## config.mk

```make
export PLATFORM = sky130hd
export DESIGN_NAME = uart_baud_scheduler_flat
export DESIGN_NICKNAME = d
export VERILOG_FILES = /design/src/rtl/uart_baud_scheduler_if.sv /design/src/rtl/uart_baud_scheduler.sv /design/src/flat_wrapper.sv
export SDC_FILE = /design/constraint.sdc
export NUM_CORES = 1
export LEC_CHECK = 0
export CAP_MARGIN = 20
export CORE_MARGIN = 2
export CORE_UTILIZATION = 45
export CTS_CLUSTER_DIAMETER = 80
export DETAILED_ROUTE_END_ITERATION = 6
export PLACE_DENSITY = 0.71
export SLEW_MARGIN = 20
export SYNTH_ARGS = -nofsm -noshare
export SYNTH_HDL_FRONTEND = slang
export SYNTH_SLANG_ARGS = --single-unit
export TNS_END_PERCENT = 10
```

## constraint.sdc

```tcl
create_clock -name clk -period 2.9 [get_ports clk]
set_input_delay 0.29 -clock clk [delete_from_list [all_inputs] [get_ports clk]]
set_output_delay 0.29 -clock clk [all_outputs]
set_load 0.02 [all_outputs]
```

## src/rtl/uart_baud_scheduler_if.sv

```systemverilog
// ---------------------------------------------------------------------------
// uart_baud_scheduler_if
// Baud-rate configuration channel into the UART baud scheduler.
//   baud_sel   [2:0]   rate code (0=2400 .. 6=115200, 7=reserved/custom)
//   sel_valid          baud_sel is valid
//   sel_ready          scheduler can accept a new code
//   cfg_busy           change accepted, waiting for a TX bit boundary
//   custom_div [CNT_W] divisor used for code 7 (only with UART_BAUD_CUSTOM_EN)
// master = configuration source, slave = scheduler.
// ---------------------------------------------------------------------------
interface uart_baud_scheduler_if #(
    parameter int CNT_W = 16
);
    logic [2:0] baud_sel;
    logic       sel_valid;
    logic       sel_ready;
    logic       cfg_busy;
`ifdef UART_BAUD_CUSTOM_EN
    logic [CNT_W-1:0] custom_div;

    modport master (output baud_sel, sel_valid, custom_div, input sel_ready, cfg_busy);
    modport slave  (input baud_sel, sel_valid, custom_div, output sel_ready, cfg_busy);
`else
    modport master (output baud_sel, sel_valid, input sel_ready, cfg_busy);
    modport slave  (input baud_sel, sel_valid, output sel_ready, cfg_busy);
`endif
endinterface

```

## src/rtl/uart_baud_scheduler.sv

```systemverilog
// ---------------------------------------------------------------------------
// uart_baud_scheduler
// Shared baud timing for the UART: one programmable oversample divider feeds
// a TX bit tick, RX oversample ticks and an RX mid-bit strobe. Baud changes
// arrive over a valid/ready channel and are applied only on a TX bit
// boundary so a frame in flight keeps its timing.
//
// Ports:
//   clk, reset      clock, asynchronous active-high reset
//   cfg             baud configuration channel (uart_baud_scheduler_if.slave)
//   tx_en, rx_en    TX / RX engines active
//   rx_resync       one-cycle pulse on a detected RX start edge
//   tx_tick         one pulse per TX bit period
//   rx_tick         one pulse per oversample period while rx_en
//   rx_mid          pulse at the RX mid-bit sample point
//
// Optional macro UART_BAUD_CUSTOM_EN: code 7 latches cfg.custom_div
// (clamped to a minimum of 2) instead of falling back to 19200.
// ---------------------------------------------------------------------------
module uart_baud_scheduler #(
    parameter int CLK_HZ     = 50000000,
    parameter int OVERSAMPLE = 16,
    parameter int CNT_W      = 16
) (
    input  logic                  clk,
    input  logic                  reset,
    uart_baud_scheduler_if.slave  cfg,
    input  logic                  tx_en,
    input  logic                  rx_en,
    input  logic                  rx_resync,
    output logic                  tx_tick,
    output logic                  rx_tick,
    output logic                  rx_mid
);
    localparam int PH_W = $clog2(OVERSAMPLE);
    localparam logic [PH_W-1:0] PH_LAST = PH_W'(OVERSAMPLE - 1);
    localparam logic [PH_W-1:0] PH_MID  = PH_W'(OVERSAMPLE / 2 - 1);

    // Rounded divisor: clocks per oversample period for a given baud.
    function automatic logic [CNT_W-1:0] calc_div(input longint baud);
        return CNT_W'((longint'(CLK_HZ) + baud * OVERSAMPLE / 2) / (baud * OVERSAMPLE));
    endfunction

    localparam logic [CNT_W-1:0] DIV0 = calc_div(2400);
    localparam logic [CNT_W-1:0] DIV1 = calc_div(4800);
    localparam logic [CNT_W-1:0] DIV2 = calc_div(9600);
    localparam logic [CNT_W-1:0] DIV3 = calc_div(19200);
    localparam logic [CNT_W-1:0] DIV4 = calc_div(38400);
    localparam logic [CNT_W-1:0] DIV5 = calc_div(57600);
    localparam logic [CNT_W-1:0] DIV6 = calc_div(115200);

    typedef enum logic [1:0] {STOP, RUN, PEND} state_t;

    state_t           state_q, state_d;
    logic [CNT_W-1:0] act_div_q, act_div_d;
    logic [CNT_W-1:0] pend_div_q, pend_div_d;
    logic [CNT_W-1:0] div_cnt_q, div_cnt_d;
    logic [PH_W-1:0]  tx_phase_q, tx_phase_d;
    logic [PH_W-1:0]  rx_phase_q, rx_phase_d;
    logic             ready_q;

    logic [CNT_W-1:0] code7_div, new_div, cnt_run;
    logic [PH_W-1:0]  tx_run, rx_run;
    logic             any_en, os_tick, handshake, apply;

    // ---- divisor lookup for the code on the channel ----
`ifdef UART_BAUD_CUSTOM_EN
    assign code7_div = (cfg.custom_div < CNT_W'(2)) ? CNT_W'(2) : cfg.custom_div;
`else
    assign code7_div = DIV3;
`endif

    always_comb begin
        case (cfg.baud_sel)
            3'd0:    new_div = DIV0;
            3'd1:    new_div = DIV1;
            3'd2:    new_div = DIV2;
            3'd3:    new_div = DIV3;
            3'd4:    new_div = DIV4;
            3'd5:    new_div = DIV5;
            3'd6:    new_div = DIV6;
            default: new_div = code7_div;
        endcase
    end

    // ---- tick generation ----
    assign any_en    = tx_en | rx_en;
    assign os_tick   = (state_q != STOP) && (div_cnt_q == act_div_q - CNT_W'(1));
    assign tx_tick   = os_tick & tx_en & (tx_phase_q == PH_LAST);
    assign rx_tick   = os_tick & rx_en;
    assign rx_mid    = rx_tick & (rx_phase_q == PH_MID);

    // ready_q keeps sel_ready low while reset is held and for the release edge.
    assign cfg.sel_ready = ready_q & (state_q != PEND);
    assign cfg.cfg_busy  = (state_q == PEND);
    assign handshake     = cfg.sel_valid & cfg.sel_ready;

    // Swap divisors only at a TX bit boundary (or whenever TX is idle on an
    // oversample boundary), or immediately if both engines went idle.
    assign apply = (os_tick & ((tx_phase_q == PH_LAST) | ~tx_en)) | ~any_en;

    // Free-running next values; the FSM overrides them when clearing.
    assign cnt_run = os_tick ? '0 : div_cnt_q + CNT_W'(1);
    assign tx_run  = !tx_en ? '0 :
                     os_tick ? ((tx_phase_q == PH_LAST) ? '0 : tx_phase_q + PH_W'(1)) :
                     tx_phase_q;
    // rx_resync beats an oversample increment in the same cycle.
    assign rx_run  = (!rx_en || rx_resync) ? '0 :
                     os_tick ? ((rx_phase_q == PH_LAST) ? '0 : rx_phase_q + PH_W'(1)) :
                     rx_phase_q;

    // ---- FSM ----
    always_comb begin
        state_d    = state_q;
        act_div_d  = act_div_q;
        pend_div_d = pend_div_q;
        div_cnt_d  = cnt_run;
        tx_phase_d = tx_run;
        rx_phase_d = rx_run;
        case (state_q)
            STOP: begin
                div_cnt_d  = '0;
                tx_phase_d = '0;
                rx_phase_d = '0;
                // A code accepted together with an enable rising is in
                // place before the first count.
                if (handshake) act_div_d = new_div;
                if (any_en)    state_d   = RUN;
            end
            RUN: begin
                if (!any_en) begin
                    div_cnt_d  = '0;
                    tx_phase_d = '0;
                    rx_phase_d = '0;
                    // Nothing in flight, so an accepted code applies at once.
                    if (handshake) act_div_d = new_div;
                    state_d = STOP;
                end else if (handshake) begin
                    pend_div_d = new_div;
                    state_d    = PEND;
                end
            end
            PEND: begin
                if (apply) begin
                    act_div_d  = pend_div_q;
                    div_cnt_d  = '0;
                    tx_phase_d = '0;
                    rx_phase_d = '0;
                    state_d    = any_en ? RUN : STOP;
                end
            end
            default: state_d = STOP;
        endcase
    end

    always_ff @(posedge clk or posedge reset) begin
        if (reset) begin
            state_q    <= STOP;
            act_div_q  <= DIV3;
            pend_div_q <= DIV3;
            div_cnt_q  <= '0;
            tx_phase_q <= '0;
            rx_phase_q <= '0;
            ready_q    <= 1'b0;
        end else begin
            state_q    <= state_d;
            act_div_q  <= act_div_d;
            pend_div_q <= pend_div_d;
            div_cnt_q  <= div_cnt_d;
            tx_phase_q <= tx_phase_d;
            rx_phase_q <= rx_phase_d;
            ready_q    <= 1'b1;
        end
    end
endmodule

```

## src/flat_wrapper.sv

```systemverilog
// flat-port wrapper written by rule: the top's interface ports become plain ports
module uart_baud_scheduler_flat 
#(
    parameter int CLK_HZ     = 50000000,
    parameter int OVERSAMPLE = 16,
    parameter int CNT_W      = 16
)
  (clk, reset, tx_en, rx_en, rx_resync, tx_tick, rx_tick, rx_mid, cfg_baud_sel, cfg_sel_valid, cfg_sel_ready, cfg_cfg_busy);
  uart_baud_scheduler_if #(.CNT_W(CNT_W)) cfg_i ();
  input  logic clk;
  input  logic reset;
  input  logic tx_en;
  input  logic rx_en;
  input  logic rx_resync;
  output logic tx_tick;
  output logic rx_tick;
  output logic rx_mid;
  input wire logic [$bits(cfg_i.baud_sel)-1:0] cfg_baud_sel;
  input wire logic [$bits(cfg_i.sel_valid)-1:0] cfg_sel_valid;
  output wire logic [$bits(cfg_i.sel_ready)-1:0] cfg_sel_ready;
  output wire logic [$bits(cfg_i.cfg_busy)-1:0] cfg_cfg_busy;
  assign cfg_i.baud_sel = cfg_baud_sel;
  assign cfg_i.sel_valid = cfg_sel_valid;
  assign cfg_sel_ready = cfg_i.sel_ready;
  assign cfg_cfg_busy = cfg_i.cfg_busy;
  uart_baud_scheduler #(.CLK_HZ(CLK_HZ), .OVERSAMPLE(OVERSAMPLE), .CNT_W(CNT_W)) u_core (.clk(clk), .reset(reset), .cfg(cfg_i), .tx_en(tx_en), .rx_en(rx_en), .rx_resync(rx_resync), .tx_tick(tx_tick), .rx_tick(rx_tick), .rx_mid(rx_mid));
endmodule
```

==> flow_summary.rst, run 1 <==
.. list-table::
   :header-rows: 1

   * - Metric
     - Value
   * - Crit path kind
     - flip-flop to primary output
   * - Sequential element share of the synthesized area
     - 0.410
   * - Std cell rows
     - 29
   * - Simple-gate portion of the synthesized area
     - 0.258
   * - Maximum number of pins on one net before global-route repair
     - 38
   * - Io pins
     - 14
   * - XOR/XNOR share of the synthesized area
     - 0.0755
   * - Most instantiated flip-flop cell in the synthesis netlist
     - sky130_fd_sc_hd__dfrtp_1
   * - Area taken by flip-flops and latches
     - 1240 um^2
   * - Final ANT Viol Nets
     - 0
   * - Violated checks
     - negative setup slack
   * - Critical Path Sink Type
     - primary output
   * - R2R setup slack
     - -40 ps
   * - Compound-Gate Fraction of Synth Area
     - 0.139
   * - Async S/R FF share, synth
     - 1.00
   * - Die boundary height
     - 85.9 um
   * - Input/output buffers
     - 13
   * - Layout-stage area growth over the synthesis result
     - 28.7%
   * - Worst-path maximum fanout
     - 5
   * - Multi-input combinational cell area
     - 1860 um^2
   * - Post-route cell area
     - 3880 um^2
   * - DR DRC count
     - 0
   * - Total standard cell area after synthesis
     - 3020 um^2
   * - Combinational family with the most area after synthesis
     - simple AND/OR/NAND/NOR gates
   * - Worst path arrival time
     - 2730 ps
   * - Class of the tightest hold or removal check
     - input pin to async pin
   * - EDFF count, synth
     - 0
   * - Hold Buf Count CTS
     - 0
   * - Syn Area/Cell
     - 9.45 um^2
   * - Combined global-route utilization of all metal layers
     - 0.201
   * - Via count of the first global-routing pass
     - 2420
   * - CTS Root Buffer Type
     - sky130_fd_sc_hd__clkbuf_8
   * - DR vias
     - 2525
   * - Count of yosys warnings during synthesis
     - 0
   * - H-tree levels
     - 2
   * - Max Cap Violations
     - 0
   * - Core occupancy in the finished layout
     - 0.604
   * - Overall overflow remaining after global route
     - 0
   * - Commonest non-fill, non-tap cell in the layout
     - sky130_fd_sc_hd__buf_4
   * - Mux contribution to synthesized area
     - 0.0718
   * - Total of endpoints with negative setup slack in the final report
     - 10
   * - Layout cells sized above 1
     - 0.311
   * - Count of distinct cell types in the synthesized netlist
     - 62
   * - Detailed-route vias per instance
     - 5.49
   * - Unrepaired setup endpoints after global routing
     - yes
   * - Normalized max-slew margin
     - 0.647
   * - HPWL after DPL
     - 5.06 mm
   * - Sinks on Clock Net
     - 49
   * - Core box area
     - 6420 um^2
   * - TritonCTS clock tree
     - done
   * - Cells after synthesis
     - 319
   * - Max Buffers Root-to-Sink
     - 2
   * - Capture point of the worst reg-to-reg path
     - u_core.act_div_q[6]
   * - Type of element launching the critical path
     - flip-flop
   * - Global-route wire length before repair
     - 11.6 mm
   * - Count of fill cells added during filler insertion
     - 511
   * - Worst path required time
     - 2610 ps
   * - Final Hold Viols
     - 0
   * - Source of the worst register-to-register timing path
     - u_core.act_div_q[7]
   * - Final slew viol count
     - 0
   * - Highest-count cells in the layout ignoring fill and taps
     - sky130_fd_sc_hd__buf_4, sky130_fd_sc_hd__nor2_1, sky130_fd_sc_hd__dfrtp_1, sky130_fd_sc_hd__nand2_1
   * - Cell area power density
     - 629 nW/um^2
   * - X dimension of the die
     - 85.9 um
   * - Drt initial violations
     - 129
   * - Run status
     - finished, violations left
   * - Net count of the mapped netlist
     - 332
   * - Effective utilization at floorplan
     - 0.470
   * - Cts bufs inserted
     - 5
   * - Smallest setup slack after layout
     - -123 ps
   * - Depth of the worst register-to-register path
     - 9
   * - Area enclosed by the die boundary
     - 7370 um^2
   * - Final net count
     - 395
   * - Maximum ir drop on the vdd rail
     - 0.325 mV
   * - Total placed instance area
     - 3610 um^2
   * - Worst setup skew after layout
     - 12.4 ps
   * - Adder-cell area share of the yosys netlist
     - 0.0166
   * - Skew-Pair Late Insertion Delay
     - 310 ps
   * - Post-route clock period utilization
     - 1.04
   * - Routed WL
     - 6.93 mm
   * - Slew at the pin closest to its max-slew limit
     - 524 ps
   * - Wire length per cell
     - 15.1 um
   * - CTS clock-pin slew for the worst setup and hold paths
     - 100 ps
   * - Number of detailed-routing iterations run before antenna repair
     - 4
   * - Top achievable clock speed
     - 331 MHz
   * - Clock period minus final worst setup slack
     - 3020 ps
   * - Number of register bits inferred by synthesis
     - 49
   * - Global placement routability congestion
     - 0.837
   * - Leakage power summed over all cells
     - 1.67 nW
   * - Diodes inserted
     - 0
   * - Antenna violations before repair
     - 0
report_power, final:
part | switching (mW) | internal [mW] | total [mW]
Combinational | 0.576 | 0.528 | 1.10
Clock | 0.246 | 0.198 | 0.444
Sequential | 0.0744 | 0.816 | 0.891
synth_stat cells (2+ instances only):
library cell / count / area share
sky130_fd_sc_hd__nor2_1: 47 / 0.059
sky130_fd_sc_hd__dfrtp_1: 41 / 0.34
sky130_fd_sc_hd__nand2_1: 37 / 0.046
sky130_fd_sc_hd__nand3_1: 15 / 0.025
sky130_fd_sc_hd__xnor2_1: 14 / 0.041
sky130_fd_sc_hd__o21ai_0: 13 / 0.022
sky130_fd_sc_hd__xor2_1: 12 / 0.035
sky130_fd_sc_hd__a21oi_1: 11 / 0.018
sky130_fd_sc_hd__inv_1: 10 / 0.012
sky130_fd_sc_hd__mux2_4: 9 / 0.045
sky130_fd_sc_hd__dfstp_2: 8 / 0.070
sky130_fd_sc_hd__mux2i_1: 7 / 0.023
sky130_fd_sc_hd__nor3_1: 7 / 0.012
sky130_fd_sc_hd__and3_1: 6 / 0.012
sky130_fd_sc_hd__clkbuf_1: 6 / 0.0075
sky130_fd_sc_hd__nor4_1: 5 / 0.010
sky130_fd_sc_hd__ha_1: 4 / 0.017
sky130_fd_sc_hd__nor2b_1: 4 / 0.0083
sky130_fd_sc_hd__o41ai_1: 4 / 0.012
sky130_fd_sc_hd__and2_1: 3 / 0.0062
sky130_fd_sc_hd__nand2b_1: 3 / 0.0062
sky130_fd_sc_hd__nor4b_2: 3 / 0.015
sky130_fd_sc_hd__o31ai_1: 3 / 0.0075
sky130_fd_sc_hd__a21o_1: 2 / 0.0050
sky130_fd_sc_hd__a41oi_1: 2 / 0.0058
sky130_fd_sc_hd__buf_2: 2 / 0.0033
sky130_fd_sc_hd__nand3b_1: 2 / 0.0050
sky130_fd_sc_hd__nor3_4: 2 / 0.011
sky130_fd_sc_hd__o211ai_1: 2 / 0.0050
sky130_fd_sc_hd__or3_4: 2 / 0.0075
sky130_fd_sc_hd__or4_1: 2 / 0.0050
worst max-delay path, stage by stage (launching register included):
cell and delay, ps:
sky130_fd_sc_hd__dfstp_2 390, sky130_fd_sc_hd__or4_4 580, sky130_fd_sc_hd__or3_4 370, sky130_fd_sc_hd__mux2_4 250, sky130_fd_sc_hd__o2111ai_4 130, sky130_fd_sc_hd__or3_4 430
sky130_fd_sc_hd__nor3_4 130, sky130_fd_sc_hd__buf_6 140
worst max-delay path by stage:
| stage | from | depth (start not counted) | to |
|---|---|---|---|
| floorplan | u_core.act_div_q[2] | 8 | rx_mid |
| finish | u_core.act_div_q[5] | 7 | tx_tick |
| CTS | u_core.act_div_q[7] | 7 | tx_tick |
| detailed placement | u_core.act_div_q[2] | 8 | rx_mid |
| global placement | u_core.act_div_q[2] | 8 | rx_mid |
| global route | u_core.act_div_q[1] | 10 | tx_tick |
logic make-up after synthesis:
logic type,after synthesis
AO/OA/AOI/OAI,53
XOR/XNOR,26
adder cells (fa/ha/maj),4
buffers and inverters,20
flip-flops,49
multiplexers,17
other,1
AND/OR/NAND/NOR,149
per-stage QoR:
stage | setup WS (ps) | TNS (ps) | total power, mW | hold WS (ps) | instances
3_5_place_dp | -423 | -3210 | 1.84 | 463 | 450
4_1_cts | -111 | -1120 | 2.39 | 215 | 459
2_1_floorplan | 1.28 | 0 | 1.43 | 390 | 319
6_report | -123 | -500 | 2.44 | 214 | 460
3_3_place_gp | -376 | -2260 | 1.82 | 457 | 450
5_1_grt | -220 | -1690 | 2.58 | 245 | 460
flip-flops by register name (all words and copies together), names as in the netlist:
signal             flops
u_core.act_div_q      11
u_core.div_cnt_q      16
u_core.pend_div_q     11
u_core.ready_q         1
u_core.rx_phase_q      4
u_core.state_q         2
u_core.tx_phase_q      4
metal layers:
layer | part of all wire | wire [um] | vias to the layer above | global-route usage
met5 | 0 | 0 | - | 0
met1 | 0.45 | 3100 | 1208 | 0.270
met3 | 0.038 | 263 | 13 | 0.0318
met2 | 0.49 | 3370 | 50 | 0.324
met4 | 0.028 | 197 | 0 | 0.0808
li1 | - | - | 1254 | -
repair_timing:
action                     CTS  global route
setup endpoints to repair   19            19
buffers inserted             1             1
pin swaps                   13             8
gates resized for setup     34             6
layout make-up:
class | instances | area share
Timing Repair Buffer | 65 | 0.142
Multi-Input combinational cell | 250 | 0.479
Sequential cell | 49 | 0.319
Inverter | 11 | 0.0106
Tap cell | 77 | 0.0248
Clock inverter | 2 | 0.00451
Clock buffer | 6 | 0.0213
(Power assumes the default switching activity.)
==> run 2: changes to the inputs <==
ABC_AREA = 1   (was not set)
PLACE_DENSITY = 0.7   (was 0.71)
==> run 2 against run 1 <==
  * The run now ends clean
  * Power increased by 31%
  * Register-to-register slack improved by 420 ps
  * Sequential cell count stayed put
  * Clock skew is 4.9 ps lower
  * Routed wire length grew 7.3%
  * Critical path depth increased by 5
  * First-iteration DRC count rose by 21%
  * Worst hold slack improved by 200 ps
  * Global-route usage down 0.52 points
  * Final cell count is 37% higher
  * Critical endpoint is now rx_mid
  * Largest cell class unchanged
==> flow_summary.rst, run 2 <==
.. list-table::
   :header-rows: 1

   * - Metric
     - Value
   * - Normalized max-slew margin
     - 0.461 (was 0.647)
   * - Slew at the pin closest to its max-slew limit
     - 807 ps (was 524 ps)
   * - Unrepaired setup endpoints after global routing
     - yes (unchanged)
   * - Count of fill cells added during filler insertion
     - 735 (was 511)
   * - Switching power as a share of total power
     - 0.473 (was 0.367)
   * - Diodes inserted
     - 0 (unchanged)
   * - Layout-stage area growth over the synthesis result
     - 12.1% (was 28.7%)
   * - Net switching power figure
     - 1.52 mW (was 896 uW)
   * - Final slew viol count
     - 0 (unchanged)
   * - DP Worst Slack
     - -64.8 ps (was -423 ps)
   * - Cell internal pwr
     - 1.69 mW (was 1.54 mW)
   * - Syn Area/Cell
     - 6.69 um^2 (was 9.45 um^2)
   * - Critical Path Sink Type
     - primary output (unchanged)
   * - Register share of total power
     - 0.331 (was 0.365)
   * - Cells after synthesis
     - 505 (was 319)
   * - HPWL after DPL
     - 5.77 mm (was 5.06 mm)
   * - Wire length per cell
     - 11.8 um (was 15.1 um)
   * - CTS clock-pin slew for the worst setup and hold paths
     - 100 ps (about the same)
   * - Most frequently used cell type in the post-synthesis netlist
     - sky130_fd_sc_hd__nand2_1 (was sky130_fd_sc_hd__nor2_1)
   * - Top cells by area, synth
     - sky130_fd_sc_hd__dfrtp_1, sky130_fd_sc_hd__nand2_1, sky130_fd_sc_hd__nand3_1 (was sky130_fd_sc_hd__dfrtp_1, sky130_fd_sc_hd__dfstp_2, sky130_fd_sc_hd__nor2_1)
   * - Skew-Pair Late Insertion Delay
     - 320 ps (was 310 ps)
   * - Count of yosys warnings during synthesis
     - 0 (unchanged)
   * - Most numerous cell types in the synthesized netlist
     - sky130_fd_sc_hd__nand2_1, sky130_fd_sc_hd__inv_1, sky130_fd_sc_hd__nor2_1, sky130_fd_sc_hd__nand3_1, sky130_fd_sc_hd__dfrtp_1 (was sky130_fd_sc_hd__nor2_1, sky130_fd_sc_hd__dfrtp_1, sky130_fd_sc_hd__nand2_1, sky130_fd_sc_hd__nand3_1, sky130_fd_sc_hd__xnor2_1)
   * - H-tree levels
     - 2 (unchanged)
   * - Antenna violations before repair
     - 0 (unchanged)
   * - Cts bufs inserted
     - 5 (unchanged)
   * - Overall overflow remaining after global route
     - 0 (unchanged)
   * - Worst-path maximum fanout
     - 3 (was 5)
   * - Final ANT Viol Nets
     - 0 (unchanged)
   * - Drt initial violations
     - 156 (was 129)
   * - Max Cap Violations
     - 0 (unchanged)
   * - EDFF count, synth
     - 0 (unchanged)
   * - Async S/R FF share, synth
     - 1.00 (unchanged)
   * - Core box area
     - 7250 um^2 (was 6420 um^2)
   * - DR DRC count
     - 0 (unchanged)
   * - Top achievable clock speed
     - 357 MHz (was 331 MHz)
   * - Net count of the mapped netlist
     - 518 (was 332)
   * - Worst path required time
     - 2610 ps (about the same)
   * - Combinational share of power
     - 0.536 (was 0.453)
   * - Effective utilization at floorplan
     - 0.466 (was 0.470)
   * - Class of the tightest hold or removal check
     - input pin to async pin (unchanged)
   * - Combined global-route utilization of all metal layers
     - 0.195 (was 0.201)
   * - Maximum ir drop on the vdd rail
     - 0.388 mV (was 0.325 mV)
   * - Post-CTS Repair Setup Buffers
     - 0 (was 1)
   * - Max Buffers Root-to-Sink
     - 2 (unchanged)
   * - Final net count
     - 541 (was 395)
   * - CTS Root Buffer Type
     - sky130_fd_sc_hd__clkbuf_8 (unchanged)
   * - Total placed instance area
     - 3660 um^2 (was 3610 um^2)
   * - Proportion of netlist area held by the largest area contributor
     - 0.304 (was 0.340)
   * - TritonCTS clock tree
     - done (unchanged)
   * - Flip-flop count of the largest register, all copies and words added
     - 16 (unchanged)
   * - Routed WL
     - 7.44 mm (was 6.93 mm)
   * - Commonest non-fill, non-tap cell in the layout
     - sky130_fd_sc_hd__nand2_1 (was sky130_fd_sc_hd__buf_4)
   * - Total of endpoints with negative setup slack in the final report
     - 0 (was 10)
   * - Worst setup skew after layout
     - 7.50 ps (was 12.4 ps)
   * - Area enclosed by the die boundary
     - 8210 um^2 (was 7370 um^2)
   * - Detailed-route vias per instance
     - 4.94 (was 5.49)
   * - Clock period minus final worst setup slack
     - 2800 ps (was 3020 ps)
   * - Count of distinct cell types in the synthesized netlist
     - 37 (was 62)
   * - Clock group share of total power
     - 0.132 (was 0.182)
   * - Global-route wire length before repair
     - 13.4 mm (was 11.6 mm)
   * - Run status
     - finished clean (was finished, violations left)
   * - Largest register by flop count
     - u_core.div_cnt_q (unchanged)
   * - Number of detailed-routing iterations run before antenna repair
     - 4 (unchanged)
   * - Smallest setup slack after layout
     - 98.9 ps (was -123 ps)
   * - Sinks on Clock Net
     - 49 (unchanged)
   * - Core occupancy in the finished layout
     - 0.522 (was 0.604)
   * - Type of element launching the critical path
     - flip-flop (unchanged)
   * - Cell taking the most area after synthesis
     - sky130_fd_sc_hd__dfrtp_1 (unchanged)
   * - Final Hold Viols
     - 0 (unchanged)
   * - Layout cells sized above 1
     - 0.123 (was 0.311)
   * - Cell area power density
     - 847 nW/um^2 (was 629 nW/um^2)
   * - Total power after layout
     - 3.21 mW (was 2.44 mW)
   * - Std cell rows
     - 31 (was 29)
   * - Crit path kind
     - flip-flop to primary output (unchanged)
   * - Highest-count cells in the layout ignoring fill and taps
     - sky130_fd_sc_hd__nand2_1, sky130_fd_sc_hd__inv_1, sky130_fd_sc_hd__nor2_1, sky130_fd_sc_hd__nand3_1, sky130_fd_sc_hd__dfrtp_1 (was sky130_fd_sc_hd__buf_4, sky130_fd_sc_hd__nor2_1, sky130_fd_sc_hd__dfrtp_1, sky130_fd_sc_hd__nand2_1)
   * - Total standard cell area after synthesis
     - 3380 um^2 (was 3020 um^2)
   * - Maximum number of pins on one net before global-route repair
     - 48 (was 38)
   * - Sequential element share of the synthesized area
     - 0.366 (was 0.410)
   * - Worst path arrival time
     - 2510 ps (was 2730 ps)
   * - Leakage power summed over all cells
     - 1.85 nW (was 1.67 nW)
   * - Die boundary height
     - 90.6 um (was 85.9 um)
   * - Global placement routability congestion
     - 0.849 (was 0.837)
   * - Input/output buffers
     - 13 (unchanged)
   * - Largest registers
     - u_core.div_cnt_q (16), u_core.act_div_q (11), u_core.pend_div_q (11) (unchanged)
   * - Post-route clock period utilization
     - 0.966 (was 1.04)
   * - Number of register bits inferred by synthesis
     - 49 (unchanged)
   * - Io pins
     - 14 (unchanged)
   * - Post-route cell area
     - 3790 um^2 (was 3880 um^2)
   * - Via count of the first global-routing pass
     - 3005 (was 2420)
   * - Most instantiated flip-flop cell in the synthesis netlist
     - sky130_fd_sc_hd__dfrtp_1 (unchanged)
   * - X dimension of the die
     - 90.6 um (was 85.9 um)
   * - DR vias
     - 3102 (was 2525)
## run 2: routing by layer
metal	global-route usage	vias to the layer above	wire, um
li1	-	1641	-
met1	0.264	1413	3670
met2	0.319	35	3460
met3	0.0292	13	165
met4	0.0679	0	140
met5	0	-	0
## run 2: what timing repair did
action	4_1_cts	5_1_grt
setup endpoints to repair	3	3
pin swaps	0	5
gates resized for setup	12	10
hold buffers	0	0
gates cloned	0	0
## run 2: through the flow
| step | TNS, ps | instances | hold slack, ps |
|---|---|---|---|
| 2_1_floorplan | 0 | 505 | 425 |
| 3_3_place_gp | 0 | 620 | 470 |
| 3_5_place_dp | -64.8 | 620 | 469 |
| 4_1_cts | 0 | 628 | 485 |
| 5_1_grt | -83.9 | 628 | 516 |
| 6_report | 0 | 628 | 418 |
## run 2: final cells by class
class / count / area (um^2) / share of cell area
multi-input combinational: 376 / 1860 / 0.490
sequential: 49 / 1240 / 0.327
inverter: 71 / 268 / 0.0707
timing repair buffer: 25 / 214 / 0.0565
tap: 99 / 124 / 0.0327
clock buffer: 6 / 72.6 / 0.0192
clock inverter: 2 / 16.3 / 0.00430
## run 2: cell families (layout without fill, tap and decap cells)
family	count (synthesis)	after routing	share of synthesized area
flops	49	49	0.366
compound gates	40	40	0.0641
buf+inv	80	104	0.0963
simple gates	318	318	0.424
other cells	1	1	0.00111
xor+xnor	13	13	0.0337
fa+ha+maj	4	4	0.0148
## run 2: power by group through the flow
stage	registers (mW)	clock network, mW	logic (mW)
after floorplan	1.02	0	1.25
after global placement	1.06	0	1.60
after detailed placement	1.07	0	1.64
after CTS	1.06	0.439	1.65
after global routing	1.09	0.465	1.98
final	1.06	0.424	1.72
## run 2: path summary, 6_finish.rpt
kind,from,end,slack (ps),depth (start not counted)
min in group clk,u_core.pend_div_q[0],u_core.pend_div_q[0],480,2
max in group asynchronous,reset,u_core.pend_div_q[1],1840,3
setup reg to reg,u_core.act_div_q[0],u_core.act_div_q[6],380,16
hold reg to reg,u_core.pend_div_q[0],u_core.pend_div_q[0],480,2
hold / removal,reset,u_core.ready_q,420,2
setup / recovery,u_core.act_div_q[0],rx_mid,100,12
## run 2: critical path, cell delays in order (launching register included)
cell and delay, ps:
sky130_fd_sc_hd__dfstp_2 550, sky130_fd_sc_hd__inv_2 50, sky130_fd_sc_hd__ha_4 240, sky130_fd_sc_hd__xnor2_2 140, sky130_fd_sc_hd__nor2_2 120, sky130_fd_sc_hd__nand3_1 90, sky130_fd_sc_hd__nor2_1 80, sky130_fd_sc_hd__nand2_1 80
sky130_fd_sc_hd__nor2_4 140, sky130_fd_sc_hd__nand4_1 120, sky130_fd_sc_hd__or2_1 270, sky130_fd_sc_hd__nor3_2 170, sky130_fd_sc_hd__buf_4 160
==> run 3: changes to the inputs <==
SKIP_LAST_GASP = 1   (was not set)
==> run 3 against run 2 <==
  * Worst setup slack improved by 1.5 ps
  * Design area decreased by 1.0%
  * Critical path depth unchanged
  * Combinational power decreased by 4%
  * Global-route usage unchanged
  * Clock-buffer cell count unchanged
  * Core utilization decreased by 0.53 points
  * Register-to-register slack got worse by 80 ps
  * Clock skew about the same
  * Clock power about the same
  * Sequential share of layout area increased by 0.34 points
  * Via count decreased by 0.48%
  * Critical endpoint unchanged
  * Largest cell class unchanged
==> flow_summary.rst, run 3 (synthesis results as in run 2) <==
.. list-table::
   :header-rows: 1

   * - Metric
     - Value
   * - Hold Buf Count CTS
     - 0 (unchanged)
   * - Net switching power figure
     - 1.48 mW (was 1.52 mW)
   * - Routed WL
     - 7.36 mm (was 7.44 mm)
   * - Global-route wire length before repair
     - 13.4 mm (unchanged)
   * - Antenna violations before repair
     - 0 (unchanged)
   * - Leakage power summed over all cells
     - 1.84 nW (was 1.85 nW)
   * - Total of endpoints with negative setup slack in the final report
     - 0 (unchanged)
   * - Detailed-route vias per instance
     - 4.92 (was 4.94)
   * - Core occupancy in the finished layout
     - 0.517 (was 0.522)
   * - CTS clock-pin slew for the worst setup and hold paths
     - 100 ps (about the same)
   * - Critical Path Sink Type
     - primary output (unchanged)
   * - Clock group share of total power
     - 0.135 (was 0.132)
   * - Io pins
     - 14 (unchanged)
   * - Highest-count cells in the layout ignoring fill and taps
     - sky130_fd_sc_hd__nand2_1, sky130_fd_sc_hd__inv_1, sky130_fd_sc_hd__nor2_1, sky130_fd_sc_hd__nand3_1, sky130_fd_sc_hd__dfrtp_1 (unchanged)
   * - Maximum ir drop on the vdd rail
     - 0.388 mV (about the same)
   * - Normalized max-slew margin
     - 0.462 (was 0.461)
   * - Post-CTS Repair Setup Buffers
     - 0 (unchanged)
   * - Cell internal pwr
     - 1.65 mW (was 1.69 mW)
   * - Switching power as a share of total power
     - 0.474 (was 0.473)
   * - Clock period minus final worst setup slack
     - 2800 ps (about the same)
   * - Core box area
     - 7250 um^2 (unchanged)
   * - TritonCTS clock tree
     - done (unchanged)
   * - Capturing instance or port of the critical path
     - rx_mid (unchanged)
   * - Combinational share of power
     - 0.527 (was 0.536)
   * - R2R setup slack
     - 300 ps (was 380 ps)
   * - Global placement routability congestion
     - 0.849 (unchanged)
   * - H-tree levels
     - 2 (unchanged)
   * - Cts bufs inserted
     - 5 (unchanged)
   * - Std cell rows
     - 31 (unchanged)
   * - Effective utilization at floorplan
     - 0.466 (unchanged)
   * - Via count of the first global-routing pass
     - 3005 (unchanged)
   * - Post-route clock period utilization
     - 0.965 (was 0.966)
   * - Wire length per cell
     - 11.7 um (was 11.8 um)
   * - DR DRC count
     - 0 (unchanged)
   * - Area enclosed by the die boundary
     - 8210 um^2 (unchanged)
   * - DP Worst Slack
     - -64.8 ps (unchanged)
   * - Class of the tightest hold or removal check
     - input pin to async pin (unchanged)
   * - Number of detailed-routing iterations run before antenna repair
     - 4 (unchanged)
   * - Top achievable clock speed
     - 357 MHz (about the same)
   * - Worst path required time
     - 2610 ps (about the same)
   * - Final Hold Viols
     - 0 (unchanged)
   * - Max Cap Violations
     - 0 (unchanged)
   * - Slew at the pin closest to its max-slew limit
     - 807 ps (about the same)
   * - Combined global-route utilization of all metal layers
     - 0.195 (unchanged)
   * - Smallest setup slack after layout
     - 100 ps (was 98.9 ps)
   * - Layout-stage area growth over the synthesis result
     - 11.0% (was 12.1%)
   * - Worst path arrival time
     - 2510 ps (about the same)
   * - Overall overflow remaining after global route
     - 0 (unchanged)
   * - Die boundary height
     - 90.6 um (unchanged)
   * - Commonest non-fill, non-tap cell in the layout
     - sky130_fd_sc_hd__nand2_1 (unchanged)
   * - Drt initial violations
     - 108 (was 156)
   * - Depth of the worst register-to-register path
     - 16 (unchanged)
   * - Max Buffers Root-to-Sink
     - 2 (unchanged)
   * - Source of the worst register-to-register timing path
     - u_core.act_div_q[0] (unchanged)
   * - Largest registers
     - u_core.div_cnt_q (16), u_core.act_div_q (11), u_core.pend_div_q (11) (unchanged)
   * - Final ANT Viol Nets
     - 0 (unchanged)
   * - Sinks on Clock Net
     - 49 (unchanged)
   * - Diodes inserted
     - 0 (unchanged)
   * - Cell area power density
     - 835 nW/um^2 (was 847 nW/um^2)
   * - Final slew viol count
     - 0 (unchanged)
   * - Run status
     - finished clean (unchanged)
   * - Skew-Pair Late Insertion Delay
     - 320 ps (about the same)
   * - Maximum number of pins on one net before global-route repair
     - 48 (unchanged)
   * - Crit path launch
     - u_core.act_div_q[0] (unchanged)
   * - Type of element launching the critical path
     - flip-flop (unchanged)
   * - Crit path kind
     - flip-flop to primary output (unchanged)
   * - CTS Root Buffer Type
     - sky130_fd_sc_hd__clkbuf_8 (unchanged)
   * - Layout cells sized above 1
     - 0.112 (was 0.123)
   * - X dimension of the die
     - 90.6 um (unchanged)
   * - Input/output buffers
     - 13 (unchanged)
   * - Largest register by flop count
     - u_core.div_cnt_q (unchanged)
   * - DR vias
     - 3087 (was 3102)
   * - HPWL after DPL
     - 5.77 mm (unchanged)
   * - Capture point of the worst reg-to-reg path
     - u_core.act_div_q[6] (unchanged)
   * - Final net count
     - 541 (unchanged)
   * - Unrepaired setup endpoints after global routing
     - yes (unchanged)
   * - Flip-flop count of the largest register, all copies and words added
     - 16 (unchanged)
   * - Worst-path maximum fanout
     - 3 (unchanged)
   * - Worst setup skew after layout
     - 7.45 ps (was 7.50 ps)
   * - Register share of total power
     - 0.338 (was 0.331)
-- run 3: repair_timing --
action / in CTS / in global routing
gates resized for setup: 7 / 6
endpoints found under the setup margin: 3 / 3
pin swaps: 0 / 1
-- run 3: how the worst min path moves through the flow --
stage	end	slack, ps
floorplan	u_core.tx_phase_q[0]	420
global placement	u_core.pend_div_q[9]	470
detailed placement	u_core.pend_div_q[0]	470
CTS	u_core.pend_div_q[0]	490
global route	u_core.ready_q	520
finish	u_core.ready_q	420
-- run 3: metal layers --
| layer | wire [um] | part of all wire | GRT usage | vias to the layer above |
|---|---|---|---|---|
| met5 | 0 | 0 | 0 | - |
| met4 | 136 | 0.018 | 0.0679 | 0 |
| met3 | 205 | 0.028 | 0.0292 | 13 |
| met2 | 3360 | 0.46 | 0.319 | 33 |
| met1 | 3660 | 0.50 | 0.264 | 1401 |
| li1 | - | - | - | 1640 |
-- run 3: area by class of cell --
| class | count | area [um^2] |
|---|---|---|
| fill | 745 | 3510 |
| multi-input combinational | 376 | 1830 |
| sequential | 49 | 1240 |
| inverter | 71 | 268 |
| timing repair buffer | 25 | 205 |
| tap | 99 | 124 |
| clock buffer | 6 | 72.6 |
| clock inverter | 2 | 16.3 |
-- run 3: power groups by stage --
stage	sequential [mW]	combinational, mW	clock [mW]
final	1.06	1.65	0.424
after global routing	1.09	1.91	0.465
after CTS	1.06	1.65	0.439
after detailed placement	1.07	1.64	0
after global placement	1.06	1.60	0
after floorplan	1.02	1.25	0
-- run 3: worst max-delay path, cell delays in order, from the launching register on --
cell and delay, ps:
sky130_fd_sc_hd__dfstp_2 540, sky130_fd_sc_hd__inv_1 50, sky130_fd_sc_hd__ha_1 300, sky130_fd_sc_hd__xnor2_1 140, sky130_fd_sc_hd__nor2_1 140, sky130_fd_sc_hd__nand3_1 90, sky130_fd_sc_hd__nor2_1 90, sky130_fd_sc_hd__nand2_1 90
sky130_fd_sc_hd__nor2_4 120, sky130_fd_sc_hd__nand4_1 110, sky130_fd_sc_hd__or2_1 250, sky130_fd_sc_hd__nor3_2 100, sky130_fd_sc_hd__buf_2 180
-- run 3: per-stage QoR --
step                      std cells  hold slack (ps)  instance area (um^2)  setup TNS [ps]  power (mW)
after floorplan                 505              425                  3380               0        2.28
after global placement          620              470                  3660               0        2.67
after detailed placement        620              469                  3660           -64.8        2.72
after CTS                       628              485                  3740           -97.9        3.15
after global routing            628              516                  3750            -151        3.46
final                           628              420                  3750               0        3.13
